$ cat src/rtl/gate_bist.sv
// Built-in self-test for a 7-gate block: walks all four {a,b} vectors and records mismatches.
// Optional `GATE_BIST_ERRCNT_EN adds a saturating per-bit error counter output err_cnt.
module gate_bist #(
  parameter int unsigned SETTLE_CYCLES = 2
) (
  input  logic       clk,
  input  logic       rst_n,
  input  logic       start,
  input  logic [6:0] gates_i,
  output logic       a_o,
  output logic       b_o,
  output logic       busy,
  output logic       done,
  output logic       fail,
  output logic [1:0] fail_vec,
  output logic [6:0] fail_mask
`ifdef GATE_BIST_ERRCNT_EN
  ,
  output logic [3:0] err_cnt
`endif
);

  localparam logic [1:0] IDLE   = 2'd0;
  localparam logic [1:0] APPLY  = 2'd1;
  localparam logic [1:0] SAMPLE = 2'd2;
  localparam logic [1:0] DONE   = 2'd3;

  localparam logic [3:0] SETTLE_LOAD = 4'(SETTLE_CYCLES);

  logic [1:0] r_state;
  logic [1:0] r_vec;
  logic [3:0] r_settle;
  logic       r_fail;
  logic [1:0] r_fail_vec;
  logic [6:0] r_fail_mask;

  logic       w_a;
  logic       w_b;
  logic [6:0] w_expect;
  logic [6:0] w_mismatch;

  assign w_a = r_vec[1];
  assign w_b = r_vec[0];

  // Expected order matches gates_i: [6]XNOR [5]XOR [4]NOR [3]NAND [2]NOT [1]OR [0]AND
  always_comb begin
    w_expect   = {~(w_a ^ w_b), w_a ^ w_b, ~(w_a | w_b), ~(w_a & w_b), ~w_a, w_a | w_b, w_a & w_b};
    w_mismatch = gates_i ^ w_expect;
  end

  always_ff @(posedge clk or negedge rst_n) begin
    if (!rst_n) begin
      r_state     <= IDLE;
      r_vec       <= '0;
      r_settle    <= '0;
      r_fail      <= 1'b0;
      r_fail_vec  <= '0;
      r_fail_mask <= '0;
    end else begin
      case (r_state)
        IDLE: begin
          if (start) begin
            r_state     <= APPLY;
            r_vec       <= '0;
            r_settle    <= SETTLE_LOAD;
            r_fail      <= 1'b0;
            r_fail_vec  <= '0;
            r_fail_mask <= '0;
          end
        end
        APPLY: begin
          if (r_settle <= 4'd1) begin
            r_state  <= SAMPLE;
            r_settle <= '0;
          end else begin
            r_settle <= r_settle - 4'd1;
          end
        end
        SAMPLE: begin
          if (|w_mismatch) begin
            r_fail_mask <= r_fail_mask | w_mismatch;
            if (!r_fail) begin
              r_fail     <= 1'b1;
              r_fail_vec <= r_vec;
            end
          end
          // vec returns to 0 on the last vector so a_o/b_o read 0 in DONE and IDLE
          if (r_vec == 2'd3) begin
            r_state <= DONE;
            r_vec   <= '0;
          end else begin
            r_state  <= APPLY;
            r_vec    <= r_vec + 2'd1;
            r_settle <= SETTLE_LOAD;
          end
        end
        DONE: begin
          r_state <= IDLE;
        end
        default: begin
          r_state <= IDLE;
        end
      endcase
    end
  end

`ifdef GATE_BIST_ERRCNT_EN
  logic [3:0] r_err_cnt;
  logic [2:0] w_pop;
  logic [4:0] w_sum;

  always_comb begin
    w_pop = '0;
    for (int unsigned i = 0; i < 7; i++) begin
      w_pop = w_pop + {2'b00, w_mismatch[i]};
    end
    w_sum = {1'b0, r_err_cnt} + {2'b00, w_pop};
  end

  always_ff @(posedge clk or negedge rst_n) begin
    if (!rst_n) begin
      r_err_cnt <= '0;
    end else if (r_state == IDLE && start) begin
      r_err_cnt <= '0;
    end else if (r_state == SAMPLE) begin
      r_err_cnt <= (w_sum > 5'd15) ? 4'd15 : w_sum[3:0];
    end
  end

  assign err_cnt = r_err_cnt;
`endif

  assign a_o       = w_a;
  assign b_o       = w_b;
  assign busy      = (r_state == APPLY) || (r_state == SAMPLE);
  assign done      = (r_state == DONE);
  assign fail      = r_fail;
  assign fail_vec  = r_fail_vec;
  assign fail_mask = r_fail_mask;

endmodule

$ cat config.mk
export PLATFORM = sky130hd
export DESIGN_NAME = gate_bist
export DESIGN_NICKNAME = d
export VERILOG_FILES = /design/src/rtl/gate_bist.sv
export SDC_FILE = /design/constraint.sdc
export NUM_CORES = 1
export LEC_CHECK = 0
export CAP_MARGIN = 20
export CORE_MARGIN = 4
export CORE_UTILIZATION = 40
export CTS_BUF_LIST = sky130_fd_sc_hd__clkbuf_4 sky130_fd_sc_hd__clkbuf_8
export CTS_CLUSTER_SIZE = 14
export DETAILED_ROUTE_END_ITERATION = 12
export PLACE_DENSITY = 0.65
export SLEW_MARGIN = 5
export SYNTH_ARGS = -nofsm -noshare
export SYNTH_HDL_FRONTEND = slang
export SYNTH_SLANG_ARGS = --single-unit
$ cat constraint.sdc
create_clock -name clk -period 2.6 [get_ports clk]
set_clock_uncertainty 0.2 [all_clocks]
set_input_delay 0.26 -clock clk [delete_from_list [all_inputs] [get_ports clk]]
set_output_delay 0.26 -clock clk [all_outputs]
set_load 0.02 [all_outputs]
Word level (Yosys, flattened, before mapping)
Cells that the tools add are included.
{"block": "totals", "wordCells": 57, "regBits": 18}
{"block": "op_classes", "reduce_logical": 10, "bitwise": 9, "n_eq_ne": 9, "order_cmp": 1, "n_mux": 20, "addsub": 2}
{"op": "2-to-1 mux 2 bit", "n": 7}
{"op": "2-to-1 mux 7 bit", "n": 2}
{"op": "case mux 7 bit (2 select lines)", "n": 1}
{"op": "2-to-1 mux 4 bit", "n": 3}
{"op": "case mux 4 bit (3 select lines)", "n": 1}
{"op": "!= test 2 bit, second input constant", "n": 5}
{"op": "case mux 2 bit (2 select lines)", "n": 2}
{"op": "case mux 2 bit (4 select lines)", "n": 1}
{"op": "bitwise OR 7 bit", "n": 1}
{"op": "OR reduction 7 bit", "n": 1}
{"op": "bitwise XOR 7 bit", "n": 1}
{"op": "== test 2 bit, second input constant", "n": 3}
{"op": "AND reduction 3 bit", "n": 2}
{"op": "<= comparator 4 x 1 -> 1 bit, second input constant", "n": 1}
{"op": "NOT 1 bit", "n": 4}
{"op": "AND reduction 2 bit", "n": 2}
{"op": "AND reduction 4 bit", "n": 1}
{"op": "subtractor 4 x 1 -> 4 bit, second input constant", "n": 1}
{"op": "nonzero test 3 bit", "n": 1}
{"op": "adder 2 x 1 -> 2 bit, second input constant", "n": 1}
{"op": "== test 2 x 1 -> 1 bit, second input constant", "n": 1}
{"op": "logical NOT 2 bit", "n": 1}
{"op": "2-to-1 mux 1 bit", "n": 2}
{"op": "case mux 1 bit (2 select lines)", "n": 1}
{"op": "other kinds (5)", "n": 5}

Depth between registers and ports, before layout
Gate-level depths: netlist (run 1).
{"block": "depth", "ltp_word": 6, "ltp_mapped": 8, "depth_no_buf": 7}

Worst setup path after synthesis (run 1)
No wires, ideal clock.
{"block": "synth_timing", "kind": "reg-to-reg", "start": "register r_vec[1]", "end": "register r_fail, in the netlist fail", "path_stages_with_launch": 8, "n_path_buf": 0, "arrival_time_ns": 1.676, "required_time_ns": 2.275, "setup_slack_ns": 0.600, "cell_sequence": "dfrtp_1 inv_1 ha_1 nand2_1 o22ai_1 nand4b_1 nand2_1 mux2_2"}
{"block": "synth_between", "elab_chain_len": 6, "elab_cells_between_ends": 11}
{"element": "start: declaration", "line_no": "31", "rtl": "logic [1:0] r_vec;"}
{"element": "start signal: assignment", "line_no": "93", "rtl": "r_vec <= r_vec + 2'd1;"}
{"element": "AND 1 bit (tied with other cells)", "line_no": "47", "rtl": "w_expect = {~(w_a ^ w_b), w_a ^ w_b, ~(w_a | w_b), ~(w_a & w_b), ~w_a, w_a | w_b, w_a & w_b};"}
{"element": "NOT 1 bit", "line_no": "47"}
{"element": "bitwise XOR 7 bit *", "line_no": "48", "rtl": "w_mismatch = gates_i ^ w_expect;"}
{"element": "OR reduction 7 bit *", "line_no": "80", "rtl": "if (|w_mismatch) begin"}
{"element": "!= test 2 bit (no source line) *"}
{"element": "AND reduction 3 bit (no source line) *"}
{"element": "end signal: assignment", "line_no": "56", "rtl": "r_fail <= 1'b0;"}
{"element": "end signal: assignment", "line_no": "66", "rtl": "r_fail <= 1'b0;"}
{"element": "end signal: assignment", "line_no": "83", "rtl": "r_fail <= 1'b1;"}
{"element": "end: declaration", "line_no": "33", "rtl": "logic r_fail;"}
Mark *: on every way between the ends. The rest lies on a longest branch, timed or not.
A chain may end at the register's enable or synchronous reset.

Final worst setup path (run 1)
Ends and elaborated chain as after synthesis.

==> impl_metrics.prom, run 1 <==
# TYPE chip_impl_metric gauge
chip_impl_info{name="outcome",value="complete, no violations"} 1
chip_impl_metric{name="die-width",unit="um"} 58.5
chip_impl_info{name="post-synth-top-area-cell",value="dfrtp_1"} 1
chip_impl_metric{name="worst_case_setup_slack_after_placement",unit="ns"} 0.504
chip_impl_metric{name="power_per_cell_area",unit="nW/um2"} 1230
chip_impl_metric{name="first_pass_grt_wire_length",unit="um"} 3640
chip_impl_info{name="critical-path-top-cell-by-count",value="nand2_1"} 1
chip_impl_metric{name="clockPowerShare",unit="%"} 8.2
chip_impl_metric{name="p_switching",unit="W"} 0.000697
chip_impl_info{name="critical_path_class",value="reg2reg"} 1
chip_impl_metric{name="timing.final.crit_share",unit="%"} 82.1
chip_impl_metric{name="mappedNetlistArea",unit="um2"} 1020
chip_impl_metric{name="sw_frac_of_total",unit="%"} 43.9
chip_impl_metric{name="critical_path_peak_fanout",unit=""} 5
chip_impl_metric{name="netlist-cell-type-count",unit=""} 32
chip_impl_info{name="type_of_the_most_critical_hold_path",value="in2async"} 1
chip_impl_metric{name="layout_min_cycle_time",unit="ns"} 2.13
chip_impl_metric{name="placed_area",unit="um2"} 1260
chip_impl_info{name="critical_path.slowest_cell",value="dfrtp_1"} 1
chip_impl_metric{name="core_area",unit="um2"} 2450
chip_impl_metric{name="cts-htree-levels",unit=""} 1
chip_impl_metric{name="top_level_ports",unit=""} 24
chip_impl_metric{name="worst_path_largest_cell_delay",unit="ns"} 0.45
chip_impl_metric{name="synthesis.area_per_instance",unit="um2"} 9.70
chip_impl_metric{name="placer_congestion_estimate",unit=""} 0.757
chip_impl_info{name="main_flop_type_after_synthesis",value="dfrtp_1"} 1
chip_impl_metric{name="postCtsResizedCells",unit=""} 0
chip_impl_metric{name="max_freq",unit="MHz"} 469
chip_impl_metric{name="number_of_global_route_vias_before_repair",unit=""} 838
chip_impl_metric{name="postLayoutCoreUtil",unit="%"} 52.4
chip_impl_metric{name="synth-seq-area-share",unit="%"} 44.2
chip_impl_info{name="path_delay_family",value="flip-flops"} 1
chip_impl_metric{name="nNetsFinal",unit=""} 148
chip_impl_metric{name="p_comb_share",unit="%"} 60.8
chip_impl_info{name="synth.top_cells.by_count",value="dfrtp_1, nor2_1, a21oi_1"} 1
chip_impl_metric{name="ant_nets",unit=""} 0
chip_impl_metric{name="power.sequential.fraction",unit="%"} 30.9
chip_impl_metric{name="worst-endpoint-arrival",unit="ns"} 2.11
chip_impl_metric{name="clock_insertion_delay_worst_skew",unit="ns"} 0.28
chip_impl_metric{name="finalHoldViolCount",unit=""} 0
chip_impl_metric{name="critical_path.n_buffers_inverters",unit=""} 1
chip_impl_metric{name="setup_viol",unit=""} 0
chip_impl_info{name="grt_setup_unrepaired",value="false"} 1
chip_impl_metric{name="finalNonFillerCells",unit=""} 158
chip_impl_metric{name="synth_enable_flop_cells",unit=""} 0
chip_impl_metric{name="fin_ws",unit="ns"} 0.466
chip_impl_metric{name="clock_slew_at_reported_path_ffs",unit="ns"} 0.09
chip_impl_metric{name="setup_tns",unit="ns"} 0
chip_impl_metric{name="detailedRoute.firstPassIterationCount",unit=""} 4
chip_impl_metric{name="slew_headroom",unit="%"} 47.3
chip_impl_metric{name="port_buffers",unit=""} 23
chip_impl_metric{name="ratio_of_cells_with_drive_above_1_in_the_final_layout",unit="%"} 4.69
chip_impl_metric{name="starting_density_of_the_core",unit="%"} 41.5
chip_impl_metric{name="maxCapViolCount",unit=""} 0
chip_impl_metric{name="clockBufferDepth",unit=""} 2
chip_impl_info{name="critPathLaunchType",value="register"} 1
chip_impl_metric{name="placement_rows",unit=""} 18
chip_impl_metric{name="dieArea",unit="um2"} 3420
chip_impl_metric{name="total_via_count_in_the_routed_design",unit=""} 817
chip_impl_metric{name="largest_net_degree_at_the_start_of_global_routing",unit=""} 19
chip_impl_metric{name="viasPerCell",unit=""} 5.17
chip_impl_metric{name="yosys_warnings",unit=""} 0
chip_impl_metric{name="diodes",unit=""} 0
chip_impl_metric{name="critPathRequiredTime",unit="ns"} 2.57
chip_impl_info{name="synth.area.top_cells",value="dfrtp_1, ha_1, a21oi_1, nand2b_1, nor2_1"} 1
chip_impl_metric{name="number_of_design_rule_violations_left_after_detail_routing",unit=""} 0
chip_impl_metric{name="cts_setup_buffers",unit=""} 0
chip_impl_metric{name="intPower",unit="W"} 0.000891
chip_impl_metric{name="finalMaxSlewViolations",unit=""} 0
chip_impl_info{name="setup.worst_path.end_class",value="register"} 1
chip_impl_metric{name="grt.total_usage",unit="%"} 13.7
chip_impl_metric{name="synthCells",unit=""} 105
chip_impl_metric{name="routed_wl",unit="um"} 2070
chip_impl_metric{name="grt_antenna_before_repair",unit=""} 0
chip_impl_info{name="post-synth-top-count-cell",value="dfrtp_1"} 1
chip_impl_metric{name="synth-seq-cells",unit=""} 18
chip_impl_metric{name="synth_fp_nets",unit=""} 123
chip_impl_metric{name="wire_per_inst",unit="um"} 13.1
chip_impl_metric{name="drt_iter0_drc",unit=""} 19
chip_impl_metric{name="synth_top_area_share",unit="%"} 44.2
chip_impl_metric{name="ys_async_sr_fraction",unit="%"} 100
chip_impl_info{name="tritoncts",value="yes"} 1
chip_impl_metric{name="vdd_ir_drop_max",unit="mV"} 0.672
chip_impl_metric{name="dpl_cells",unit=""} 155
chip_impl_metric{name="rrSetupSlack",unit="ns"} 0.47
chip_impl_info{name="buffer_type_at_the_clock_tree_root",value="clkbuf_4"} 1
chip_impl_metric{name="tritoncts_num_sinks",unit=""} 18
chip_impl_metric{name="dp_hpwl",unit="um"} 1630
chip_impl_metric{name="timing_worst_slew_pin_value",unit="ns"} 0.787
chip_impl_metric{name="grt-ovfl-total",unit=""} 0
chip_impl_metric{name="cts_inserted_buffers",unit=""} 3
chip_impl_metric{name="syn_to_final_growth",unit="%"} 26.4
chip_impl_metric{name="fin_area",unit="um2"} 1290
chip_impl_info{name="cp_cell_sequence",value="inv_1, ha_1, nand2_1, o22ai_1, nand4b_1, nand2_1, mux2_2"} 1
chip_impl_metric{name="cts_hold_buf",unit=""} 0
chip_impl_metric{name="p_leak",unit="nW"} 0.595
chip_impl_metric{name="die_h",unit="um"} 58.5
[final cells by class]
class                      instances  area [um2]
timing repair buffer              24         238
tap                               30        37.5
clock buffer                       3        22.5
inverter                           6        22.5
fill                             234        1170
multi-input combinational         77         517
sequential                        18         450
[flip-flops by register name, indices dropped and copies added (netlist names)]
register and cells:
r_state 2, fail_mask 7, r_vec 2, fail_vec 2
r_settle 4, fail 1
[cell families (layout without fill, tap and decap cells)]
family | after synthesis | count (layout) | share of synthesized area (%)
AO/OA/AOI/OAI | 27 | 27 | 16.5
XOR/XNOR | 6 | 6 | 5.16
adder cells (fa/ha/maj) | 8 | 8 | 9.83
buffers and inverters | 10 | 33 | 5.04
flip-flops | 18 | 18 | 44.2
multiplexers | 2 | 2 | 2.09
AND/OR/NAND/NOR | 34 | 34 | 17.2
[worst reg2reg max path, delay by kind of cell, from the launching register on]
kind	cells	cell delay (ns)
DFF	1	0.45
adders and majority gates	1	0.40
and+or+nand+nor	3	0.39
muxes	1	0.33
AOI/OAI and AO/OA	1	0.18
buffers and inverters	1	0.08
[placed cells by master, fill, tap and decap left out]
master and instances:
a21o_1 3, a21oi_1 9, a22o_1 2, a31oi_1 2, a41oi_1 1, buf_4 1, clkbuf_4 3, clkdlybuf4s50_1 23
dfrtp_1 18, ha_1 8, inv_1 6, mux2_2 1, mux2i_1 1, nand2_1 8, nand2b_1 6, nand3_1 1
nand3b_1 1, nand4b_1 1, nor2_1 10, nor3_1 3, nor3b_2 1, nor4b_1 1, o21a_1 1, o21ai_0 4
o21ai_1 1, o21bai_1 1, o22a_1 1, o22ai_1 2, or3_1 2, xnor2_1 2, xor2_1 4
[routing by layer]
| layer | vias to the layer above | track usage [%] | share of wire, % |
|---|---|---|---|
| met5 | - | 0 | 0 |
| met4 | 0 | 4.97 | 0.87 |
| met3 | 2 | 3.07 | 7.2 |
| met2 | 22 | 23.3 | 48 |
| met1 | 382 | 16.9 | 44 |
| li1 | 411 | - | - |
[stage by stage]
step	power [W]	hold WS, ns
finish	0.00159	0.231
global route	0.00174	0.289
CTS	0.00161	0.253
detailed placement	0.00147	0.291
global placement	0.00145	0.287
floorplan	0.00115	-0.236
[power by group through the flow]
stage	clock (W)	sequential, W	combinational [W]
after detailed placement	0	0.000498	0.000970
after CTS	0.000137	0.000493	0.000976
after global placement	0	0.000493	0.000961
after global routing	0.000149	0.000513	0.00107
final	0.000130	0.000491	0.000966
after floorplan	0	0.000574	0.000577
[final timing paths]
check,endpoint,cells after the start,from
worst max-delay path,fail$_DFFE_PN0P_,7,r_vec[1]$_DFFE_PN0P_
worst min-delay path,fail_vec[1]$_DFFE_PN0P_,1,rst_n
max in group asynchronous,r_vec[0]$_DFFE_PN0P_,1,rst_n
worst max register to register,fail$_DFFE_PN0P_,7,r_vec[1]$_DFFE_PN0P_
worst min register to register,fail_mask[6]$_DFFE_PN0P_,2,fail_mask[6]$_DFFE_PN0P_
min in group clk,fail_mask[6]$_DFFE_PN0P_,2,fail_mask[6]$_DFFE_PN0P_
(Power assumes the default switching activity.)
==> run 2, diff against run 1 <==
--- a/config.mk
+++ b/config.mk
@@ -11,7 +11,7 @@
 export CTS_BUF_LIST = sky130_fd_sc_hd__clkbuf_4 sky130_fd_sc_hd__clkbuf_8
 export CTS_CLUSTER_SIZE = 14
 export DETAILED_ROUTE_END_ITERATION = 12
-export PLACE_DENSITY = 0.65
+export PLACE_DENSITY = 0.68
 export SLEW_MARGIN = 5
 export SYNTH_ARGS = -nofsm -noshare
 export SYNTH_HDL_FRONTEND = slang
==> constraint.sdc (replaced) <==
create_clock -name clk -period 1.9 [get_ports clk]
set_clock_uncertainty 0.2 [all_clocks]
set_input_delay 0.19 -clock clk [delete_from_list [all_inputs] [get_ports clk]]
set_output_delay 0.19 -clock clk [all_outputs]
set_load 0.02 [all_outputs]
==> impl_metrics.prom, run 2 (synthesis gave the netlist of run 1 again) <==
# TYPE chip_impl_metric gauge
chip_impl_metric{name="ant_nets",unit=""} 0
chip_impl_metric{name="dieArea",unit="um2"} 3420
chip_impl_metric{name="worst_case_setup_slack_after_placement",unit="ns"} -0.0559
chip_impl_metric{name="route.layer.met1.wl",unit="um"} 1010
chip_impl_metric{name="clock_slew_at_reported_path_ffs",unit="ns"} 0.11
chip_impl_metric{name="worst-endpoint-arrival",unit="ns"} 1.83
chip_impl_metric{name="sw_frac_of_total",unit="%"} 42.6
chip_impl_metric{name="first_pass_grt_wire_length",unit="um"} 4000
chip_impl_metric{name="power.sequential.fraction",unit="%"} 26.5
chip_impl_metric{name="die-width",unit="um"} 58.5
chip_impl_metric{name="critPathRequiredTime",unit="ns"} 1.88
chip_impl_metric{name="vdd_ir_drop_max",unit="mV"} 1.16
chip_impl_metric{name="wire_per_inst",unit="um"} 13.9
chip_impl_metric{name="clock_insertion_delay_worst_skew",unit="ns"} 0.29
chip_impl_info{name="critPathLaunchType",value="register"} 1
chip_impl_metric{name="starting_density_of_the_core",unit="%"} 41.5
chip_impl_metric{name="worstRegToRegCells",unit=""} 7
chip_impl_info{name="tritoncts",value="yes"} 1
chip_impl_metric{name="p_switching",unit="W"} 0.00107
chip_impl_metric{name="setup_viol",unit=""} 0
chip_impl_metric{name="die_h",unit="um"} 58.5
chip_impl_metric{name="multi_input_area",unit="um2"} 582
chip_impl_metric{name="regArea",unit="um2"} 453
chip_impl_metric{name="viasPerCell",unit=""} 5.16
chip_impl_info{name="most-common-layout-cells",value="clkdlybuf4s50_1, dfrtp_1, buf_4"} 1
chip_impl_metric{name="total_via_count_in_the_routed_design",unit=""} 892
chip_impl_metric{name="diodes",unit=""} 0
chip_impl_info{name="grt_setup_unrepaired",value="true"} 1
chip_impl_info{name="buffer_type_at_the_clock_tree_root",value="clkbuf_4"} 1
chip_impl_metric{name="syn_to_final_growth",unit="%"} 43.9
chip_impl_metric{name="cts_inserted_buffers",unit=""} 3
chip_impl_metric{name="number_of_global_route_vias_before_repair",unit=""} 972
chip_impl_metric{name="nNetsFinal",unit=""} 162
chip_impl_metric{name="timing.final.crit_share",unit="%"} 97.4
chip_impl_metric{name="slew_headroom",unit="%"} 81.1
chip_impl_metric{name="dpl_cells",unit=""} 164
chip_impl_info{name="outcome",value="complete, no violations"} 1
chip_impl_info{name="setup.worst_path.end_class",value="register"} 1
chip_impl_metric{name="placement_rows",unit=""} 18
chip_impl_metric{name="route.met2.wl",unit="um"} 1250
chip_impl_metric{name="placer_congestion_estimate",unit=""} 0.748
chip_impl_info{name="rr_startpoint",value="r_vec[0]$_DFFE_PN0P_"} 1
chip_impl_metric{name="rrSetupSlack",unit="ns"} 0.05
chip_impl_metric{name="cts-htree-levels",unit=""} 1
chip_impl_metric{name="ratio_of_cells_with_drive_above_1_in_the_final_layout",unit="%"} 23.8
chip_impl_metric{name="maxCapViolCount",unit=""} 0
chip_impl_metric{name="hold_slack",unit="ns"} 0.0157
chip_impl_metric{name="finalNonFillerCells",unit=""} 173
chip_impl_info{name="regToRegEndpoint",value="fail$_DFFE_PN0P_"} 1
chip_impl_info{name="topRoutingLayerUsed",value="met4"} 1
chip_impl_metric{name="timing_worst_slew_pin_value",unit="ns"} 0.281
chip_impl_metric{name="p_leak",unit="nW"} 0.690
chip_impl_metric{name="clockPowerShare",unit="%"} 8.6
chip_impl_metric{name="drt_iter0_drc",unit=""} 20
chip_impl_metric{name="met3_wirelength",unit="um"} 113
chip_impl_metric{name="critical_path_peak_fanout",unit=""} 5
chip_impl_metric{name="dp_hpwl",unit="um"} 1770
chip_impl_metric{name="grt_antenna_before_repair",unit=""} 0
chip_impl_metric{name="cts_hold_buf",unit=""} 0
chip_impl_metric{name="layout_min_cycle_time",unit="ns"} 1.85
chip_impl_metric{name="layout.filler_cells",unit=""} 230
chip_impl_metric{name="clockBufferDepth",unit=""} 2
chip_impl_metric{name="max_freq",unit="MHz"} 541
chip_impl_info{name="mostFrequentLayoutCell",value="clkdlybuf4s50_1"} 1
chip_impl_metric{name="fin_ws",unit="ns"} 0.0499
chip_impl_metric{name="largest_register_ff_count",unit=""} 7
chip_impl_metric{name="grt.total_usage",unit="%"} 15.3
chip_impl_metric{name="intPower",unit="W"} 0.00144
chip_impl_metric{name="core_area",unit="um2"} 2450
chip_impl_info{name="type_of_the_most_critical_hold_path",value="in2async"} 1
chip_impl_metric{name="finalMaxSlewViolations",unit=""} 0
chip_impl_metric{name="grt-ovfl-total",unit=""} 0
chip_impl_metric{name="largest_net_degree_at_the_start_of_global_routing",unit=""} 19
chip_impl_metric{name="top_level_ports",unit=""} 24
chip_impl_metric{name="tritoncts_num_sinks",unit=""} 18
chip_impl_metric{name="number_of_design_rule_violations_left_after_detail_routing",unit=""} 0
chip_impl_metric{name="detailedRoute.firstPassIterationCount",unit=""} 4
chip_impl_metric{name="finalHoldViolCount",unit=""} 0
chip_impl_metric{name="port_buffers",unit=""} 23
chip_impl_metric{name="p_comb_share",unit="%"} 64.9
chip_impl_metric{name="routed_wl",unit="um"} 2410
chip_impl_metric{name="power_per_cell_area",unit="nW/um2"} 1710
chip_impl_info{name="critical_path_class",value="reg2reg"} 1
-- run 2: cell count changes in the layout (fill, tap and decap cells not counted), sizes merged --
cell / change
dlygate4sd2: +2
clkbuf: +1
clkdlybuf4s50: -2
buf: +14
-- run 2: per-stage QoR --
| step | instance area [um2] | total power, W | setup TNS, ns | util [%] |
|---|---|---|---|---|
| floorplan | 1030 | 0.00161 | 0 | - |
| global placement | 1350 | 0.00210 | -0.0762 | 54.9 |
| detailed placement | 1350 | 0.00215 | -0.153 | 54.9 |
| CTS | 1390 | 0.00238 | 0 | 56.6 |
| global route | 1470 | 0.00270 | -0.120 | 59.7 |
| finish | 1470 | 0.00250 | 0 | 59.7 |
-- run 2: what timing repair did --
| action | CTS | global route |
|---|---|---|
| endpoints found under the setup margin | 3 | 15 |
| buffers inserted | 2 | 3 |
| pin swaps | 1 | 7 |
| gates resized for setup | 2 | 13 |
-- run 2: how the worst max path moves through the flow --
stage / start / endpoint / slack, ns
2_1_floorplan: r_vec[1]$_DFFE_PN0P_ / fail$_DFFE_PN0P_ / 0.04
3_3_place_gp: gates_i[2] / fail_vec[0]$_DFFE_PN0P_ / -0.03
3_5_place_dp: gates_i[2] / fail$_DFFE_PN0P_ / -0.06
4_1_cts: r_vec[0]$_DFFE_PN0P_ / fail$_DFFE_PN0P_ / 0.02
5_1_grt: r_vec[0]$_DFFE_PN0P_ / fail$_DFFE_PN0P_ / -0.05
6_report: r_vec[0]$_DFFE_PN0P_ / fail$_DFFE_PN0P_ / 0.05
-- run 2: per-layer routing --
metal  track usage, %  vias up
met2             27.1       19
li1                 -      436
met4             7.62        0
met5                0        -
met3             2.63        4
met1             17.7      433
-- run 2: cell type report --
type | count | area share, %
timing repair buffer | 38 | 23.2
clock buffer | 4 | 2.05
inverter | 6 | 1.54
multi-input combinational | 77 | 39.7
tap | 30 | 2.56
sequential | 18 | 30.9
-- run 2: power by group through the flow --
stage                     logic, W  registers [W]  clock network, W
after floorplan           0.000818       0.000789                 0
after global placement     0.00145       0.000659                 0
after detailed placement   0.00148       0.000666                 0
after CTS                  0.00150       0.000656          0.000223
after global routing       0.00177       0.000687          0.000239
final                      0.00163       0.000663          0.000215
-- run 2: worst max-delay path: stages (launching register included) --
cell and delay, ns:
dfrtp_2 0.41, inv_2 0.06, ha_4 0.27, nand2_2 0.05, o22ai_2 0.15, nand4b_1 0.17, nand2_1 0.12, mux2_4 0.30
